**config.mk**
```make
export PLATFORM = sky130hd
export DESIGN_NAME = sc_reg_nest_tracker
export DESIGN_NICKNAME = d
export VERILOG_FILES = /design/src/rtl/sc_reg_nest_tracker.sv
export SDC_FILE = /design/constraint.sdc
export NUM_CORES = 1
export LEC_CHECK = 0
export BUFFER_PORTS_ARGS = -buffer_cell sky130_fd_sc_hd__buf_2
export CAP_MARGIN = 20
export CELL_PAD_IN_SITES_DETAIL_PLACEMENT = 1
export CELL_PAD_IN_SITES_GLOBAL_PLACEMENT = 1
export CORE_ASPECT_RATIO = 1.4
export CORE_MARGIN = 10
export CORE_UTILIZATION = 40
export DETAILED_ROUTE_END_ITERATION = 12
export GPL_TIMING_DRIVEN = 0
export PLACE_DENSITY_LB_ADDON = 0.12
export SYNTH_ARGS = -nofsm -noshare
export SYNTH_HDL_FRONTEND = slang
export SYNTH_SLANG_ARGS = --single-unit
```
**constraint.sdc**
```tcl
create_clock -name NestTrk_CLOCK_50 -period 2.1 [get_ports NestTrk_CLOCK_50]
set_clock_uncertainty 0.05 [all_clocks]
set_input_delay 0.105 -clock NestTrk_CLOCK_50 [delete_from_list [all_inputs] [get_ports NestTrk_CLOCK_50]]
set_output_delay 0.105 -clock NestTrk_CLOCK_50 [all_outputs]
set_load 0.005 [all_outputs]
```
**src/rtl/sc_reg_nest_tracker.sv**
```systemverilog
// ============================================================================
// sc_reg_nest_tracker : nest-occupancy bitmap with count, dup/bad rejection,
//                       all-full flag and optional timed auto-clear.
// Rev 1.0
// ============================================================================
`default_nettype none

module sc_reg_nest_tracker #(
    parameter int                    NUM_NESTS   = 5,
    parameter int                    IDX_WIDTH   = 3,
    parameter int                    CNT_WIDTH   = 3,
    parameter int                    AUTO_CLEAR  = 1,
    parameter int                    HOLD_CYCLES = 8,
    parameter logic [NUM_NESTS-1:0]  INIT_MAP    = '0
) (
    input  logic                  NestTrk_CLOCK_50,
    input  logic                  NestTrk_RESET_InLow,
    input  logic                  NestTrk_clear_InLow,
    input  logic                  NestTrk_load_InLow,
    input  logic [NUM_NESTS-1:0]  NestTrk_map_InBUS,
    input  logic                  NestTrk_reached_InLow,
    input  logic [IDX_WIDTH-1:0]  NestTrk_idx_InBUS,
    output logic [NUM_NESTS-1:0]  NestTrk_map_OutBUS,
    output logic [CNT_WIDTH-1:0]  NestTrk_count_OutBUS,
    output logic                  NestTrk_full_OutLow,
    output logic                  NestTrk_done_OutHigh,
    output logic                  NestTrk_dup_OutHigh,
    output logic                  NestTrk_bad_OutHigh
);

    localparam int HOLD_W = (HOLD_CYCLES > 1) ? $clog2(HOLD_CYCLES) : 1;
    localparam logic [HOLD_W-1:0] HOLD_LAST = HOLD_W'(HOLD_CYCLES - 1);

    typedef enum logic [0:0] {
        FILLING   = 1'b0,
        FULL_HOLD = 1'b1
    } state_t;

    state_t              state;
    logic [HOLD_W-1:0]   hold_cnt;
    logic [NUM_NESTS-1:0] idx_onehot;
    logic [NUM_NESTS-1:0] set_map;
    logic                 idx_bad;
    logic                 idx_dup;

    function automatic logic [CNT_WIDTH-1:0] popcount(input logic [NUM_NESTS-1:0] m);
        logic [CNT_WIDTH-1:0] c;
        c = '0;
        for (int i = 0; i < NUM_NESTS; i++) begin
            c = c + {{(CNT_WIDTH-1){1'b0}}, m[i]};
        end
        return c;
    endfunction

    // Decoding the index into a one-hot keeps out-of-range indices from ever
    // addressing the bitmap; an all-zero decode is exactly the "bad" case.
    always_comb begin
        idx_onehot = '0;
        for (int i = 0; i < NUM_NESTS; i++) begin
            if (NestTrk_idx_InBUS == IDX_WIDTH'(i)) begin
                idx_onehot[i] = 1'b1;
            end
        end
    end

    assign idx_bad = ~|idx_onehot;
    assign idx_dup = |(idx_onehot & NestTrk_map_OutBUS);
    assign set_map = NestTrk_map_OutBUS | idx_onehot;

    always_ff @(posedge NestTrk_CLOCK_50 or negedge NestTrk_RESET_InLow) begin
        if (!NestTrk_RESET_InLow) begin
            state                <= FILLING;
            hold_cnt             <= '0;
            NestTrk_map_OutBUS   <= '0;
            NestTrk_count_OutBUS <= '0;
            NestTrk_full_OutLow  <= 1'b1;
            NestTrk_done_OutHigh <= 1'b0;
            NestTrk_dup_OutHigh  <= 1'b0;
            NestTrk_bad_OutHigh  <= 1'b0;
        end else begin
            NestTrk_done_OutHigh <= 1'b0;
            NestTrk_dup_OutHigh  <= 1'b0;
            NestTrk_bad_OutHigh  <= 1'b0;

            if (!NestTrk_clear_InLow) begin
                state                <= FILLING;
                hold_cnt             <= '0;
                NestTrk_map_OutBUS   <= INIT_MAP;
                NestTrk_count_OutBUS <= popcount(INIT_MAP);
                NestTrk_full_OutLow  <= ~(&INIT_MAP);
            end else if (!NestTrk_load_InLow) begin
                state                <= (&NestTrk_map_InBUS) ? FULL_HOLD : FILLING;
                hold_cnt             <= '0;
                NestTrk_map_OutBUS   <= NestTrk_map_InBUS;
                NestTrk_count_OutBUS <= popcount(NestTrk_map_InBUS);
                NestTrk_full_OutLow  <= ~(&NestTrk_map_InBUS);
            end else begin
                case (state)
                    FILLING: begin
                        if (!NestTrk_reached_InLow) begin
                            if (idx_bad) begin
                                NestTrk_bad_OutHigh <= 1'b1;
                            end else if (idx_dup) begin
                                NestTrk_dup_OutHigh <= 1'b1;
                            end else begin
                                NestTrk_map_OutBUS   <= set_map;
                                NestTrk_count_OutBUS <= NestTrk_count_OutBUS + CNT_WIDTH'(1);
                                if (&set_map) begin
                                    NestTrk_done_OutHigh <= 1'b1;
                                    NestTrk_full_OutLow  <= 1'b0;
                                    state                <= FULL_HOLD;
                                    hold_cnt             <= '0;
                                end
                            end
                        end
                    end
                    FULL_HOLD: begin
                        // Arrivals are swallowed here; only the hold timer acts.
                        if (AUTO_CLEAR != 0) begin
                            if (hold_cnt == HOLD_LAST) begin
                                state                <= FILLING;
                                hold_cnt             <= '0;
                                NestTrk_map_OutBUS   <= INIT_MAP;
                                NestTrk_count_OutBUS <= popcount(INIT_MAP);
                                NestTrk_full_OutLow  <= ~(&INIT_MAP);
                            end else begin
                                hold_cnt <= hold_cnt + HOLD_W'(1);
                            end
                        end
                    end
                    default: begin
                        state    <= FILLING;
                        hold_cnt <= '0;
                    end
                endcase
            end
        end
    end

endmodule

`default_nettype wire

```
==> impl_summary.txt <==
----------------------------------------------------
[Run status]
  Run status ... complete, but fails checks
  Failing checks ... negative setup slack

[Power]
  Combinational Power Share ... 0.221
  Fraction of power spent switching nets ... 0.298
  Total leakage power ... 0.660 nW
  Clock share of power ... 0.356
  Total internal power ... ~0.57 mW
  Pwr per Cell Area ... 580 nW/um^2
  Total power ... 0.817 mW
  Relative contribution of sequential cells to total power ... 0.423
  Worst vdd ir ... ~330 uV
  Sw power ... between 0.2 and 0.25 mW

[Clock tree]
  TritonCTS Sinks ... 16
  Post-CTS clock slew at the launch and capture registers of the worst setup and hold paths ... around 0.07 ns
  Clk buf depth ... 2
  Master cell of the clock root buffer ... sky130_fd_sc_hd__clkbuf_8
  Number of H-tree levels ... 1
  Number of clock buffers inserted by TritonCTS ... 3
  CTS tree ... yes
  Source-to-sink clock delay at the later pin of the worst-skew pair ... 0.26 ns

[Global route]
  Overall Global Routing Usage ... 0.125
  Sum of overflow across all layers after global routing ... 0
  Global-route wire length before repair ... approximately 5500 um
  Number of global-route vias before repair ... 1137
  Initial antenna violation count ... 0
  Pin count of the biggest net entering global routing ... 17

[Setup path]
  Max FO, Critical Path ... 3
  Worst endpoint data arrival time ... approximately 2.3 ns
  Data required time of the critical path ... about 2.2 ns
  Worst reg2reg path depth ... 6
  Kind of launch point of the worst setup path ... register
  Path type of the worst setup path ... reg2reg
  Nature of the critical path endpoint ... register
  Worst R2R Setup Slack ... -0.11 ns

[Placed design]
  Placement-stage cell area ... around 1300 um^2
  Total instance count after detailed placement ... between 150 and 200
  Input/output buffers ... 22
  Pre-CTS WS ... approximately 0.011 ns
  Weighted congestion reported at the end of routability-driven placement ... 0.775
  HPWL after DPL ... roughly 2600 um

[Worst hold path]
  Worst Hold Class ... in2reg
  Hold path depth ... 2

[Synth]
  Post-synth top flop ... sky130_fd_sc_hd__dfrtp_1
  Number of synthesized register bits ... 16
  Biggest area contributors in the synthesized netlist ... sky130_fd_sc_hd__dfrtp_1 32%, sky130_fd_sc_hd__ha_1 5.4%, sky130_fd_sc_hd__a31oi_1 3.8%
  Warnings, synthesis ... 0
  Post-Synthesis Mean Instance Area ... approximately 9.6 um^2
  Unique cell type count in the Yosys netlist ... between 40 and 50
  Biggest area consumer among synthesized cells ... sky130_fd_sc_hd__dfrtp_1
  Yosys top cell area share ... 0.323
  Proportion of synthesized flip-flops having asynchronous set or reset ... 1.00
  Portion of the post-synthesis area used by sequential elements ... 0.346
  Number of synthesized flops with an enable pin ... 0
  Total standard cell area after synthesis ... ~1200 um^2
  Most common cell in the netlist ... sky130_fd_sc_hd__dfrtp_1
  Syn nets ... 141
  Top post-synthesis cells by count ... 15 x sky130_fd_sc_hd__dfrtp_1, 9 x sky130_fd_sc_hd__nand2_1, 8 x sky130_fd_sc_hd__nor2_1, 7 x sky130_fd_sc_hd__a31oi_1, 7 x sky130_fd_sc_hd__inv_1
  Gate count after technology mapping ... 121

[Timing]
  Fin. Hold Viols ... 0
  Period minus WS final ... around 2.2 ns
  Maximum clock rate ... 453 MHz
  Worst-case headroom to the max-slew limit ... 0.635
  Max-slew violation count ... 0
  Worst hold margin ... around 0.033 ns
  Setup ws final ... -0.107 ns
  Final setup violating endpoints ... 1
  Setup TNS Final ... -0.107 ns
  Worst-Margin Slew ... roughly 0.54 ns
  Final period util ... 1.05

[Cells and area]
  Share of layout cells above drive strength 1 ... 0.300
  Total number of nets in the final design ... roughly 170
  Fin area ... approximately 1400 um^2
  Post-route insts no fill ... ~190
  Antenna diode count ... 0
  Layout Area Growth over Synthesis ... 21.2%
  Utilization after layout ... 0.499

[Routing]
  Final routed DRC violation total ... 0
  Routed WL ... between 3000 and 4000 um
  Avg Vias per Cell ... about 5.7
  Vias after detailed routing ... roughly 1100
  Number of design-rule violations left by the first detailed-router iteration ... 30
  Detailed-routing iteration count for the pre-antenna-repair pass ... 4
  WL/cell ... around 18 um
  Antenna Violating Nets Remaining ... 0

[Floorplan]
  IO Count ... 25
  Initial Utilization ... 0.412
  Number of rows created at floorplan ... 23
  Die Span Y ... approximately 84 um
  Core region area ... about 2800 um^2
  DIE AREA ... 5490 um^2
  Die X ... about 66 um

[Flow run]
  Count of maximum capacitance violations ... 0

----------------------------------------------------
-- cell usage in the layout (no fill, tap or decap), drive strengths merged, types with 2 or more instances in the layout --
cell / synthesis / final
a21o: 3 / 3
a21oi: 6 / 6
a22o: 2 / 2
a22oi: 2 / 2
a31oi: 7 / 7
and2: 3 / 3
buf: 3 / 28
clkbuf: 4 / 7
dfrtp: 15 / 15
fa: 2 / 2
ha: 5 / 5
inv: 7 / 7
mux2: 2 / 2
nand2: 9 / 9
nand2b: 4 / 4
nand3: 4 / 4
nor2: 8 / 8
nor2b: 2 / 2
nor3b: 3 / 3
nor4: 2 / 2
o21ai: 6 / 6
o31ai: 2 / 2
-- per-layer routing --
layer  part of all wire  GRT usage  up-vias  wire length, um
met5                  0          0        -                0
met4              0.035     0.0605        0              119
met3              0.072     0.0390       11              247
met2               0.51      0.218       31             1730
met1               0.39      0.127      523             1320
li1                   -          -      510                -
-- cell families after synthesis --
kind of cell             synth area share
AO/OA/AOI/OAI                       0.252
adder cells (fa/ha/maj)            0.0884
buffers and inverters              0.0593
flip-flops                          0.346
multiplexers                       0.0226
AND/OR/NAND/NOR                     0.232
-- cell type report --
type	instances	area, um^2
Multi-Input combinational cell	91	697
Tap cell	37	46.3
Clock buffer	4	55.1
Inverter	7	26.3
Timing Repair Buffer	26	143
Buffer	6	38.8
Sequential cell	16	402
Fill cell	356	1410
-- path summary, 6_finish.rpt --
check / from / to
max in group asynchronous: NestTrk_RESET_InLow / NestTrk_full_OutLow$_DFFE_PN1P_
setup / recovery: NestTrk_map_OutBUS[1]$_DFFE_PN0P_ / NestTrk_count_OutBUS[0]$_DFFE_PN0P_
hold reg to reg: NestTrk_count_OutBUS[2]$_DFFE_PN0P_ / NestTrk_count_OutBUS[2]$_DFFE_PN0P_
min in group asynchronous: NestTrk_RESET_InLow / state$_DFF_PN0_
setup reg to reg: NestTrk_map_OutBUS[1]$_DFFE_PN0P_ / NestTrk_count_OutBUS[0]$_DFFE_PN0P_
hold / removal: NestTrk_reached_InLow / NestTrk_bad_OutHigh$_DFF_PN0_
-- registers in the layout (all words and copies together) (netlist names) --
name                  count
NestTrk_count_OutBUS      3
state                     1
hold_cnt                  3
NestTrk_map_OutBUS        5
NestTrk_full_OutLow       1
NestTrk_bad_OutHigh       1
NestTrk_done_OutHigh      1
NestTrk_dup_OutHigh       1
-- repair_timing --
item / 4_1_cts / 5_1_grt
pin swaps: 2 / 2
endpoints found under the setup margin: 1 / 4
hold endpoints to repair: 15 / 0
buffers inserted: 3 / 0
gates resized for setup: 0 / 1
hold buffers: 1 / 0
-- power groups by stage --
stage	Sequential (mW)	Combinational (mW)	Clock (mW)
2_1_floorplan	0.351	0.101	0
3_3_place_gp	0.351	0.167	0
6_report	0.346	0.180	0.291
4_1_cts	0.345	0.180	0.294
5_1_grt	0.348	0.202	0.310
3_5_place_dp	0.352	0.172	0
-- worst max-delay path: stages, from the launching register on --
cell and delay [ns]:
sky130_fd_sc_hd__dfrtp_1 0.38, sky130_fd_sc_hd__and2_4 0.15, sky130_fd_sc_hd__a221o_2 0.42, sky130_fd_sc_hd__buf_4 0.17
sky130_fd_sc_hd__buf_4 0.13, sky130_fd_sc_hd__o41ai_1 0.55, sky130_fd_sc_hd__a32oi_1 0.20
No activity file was read; power rests on OpenSTA's default activity.
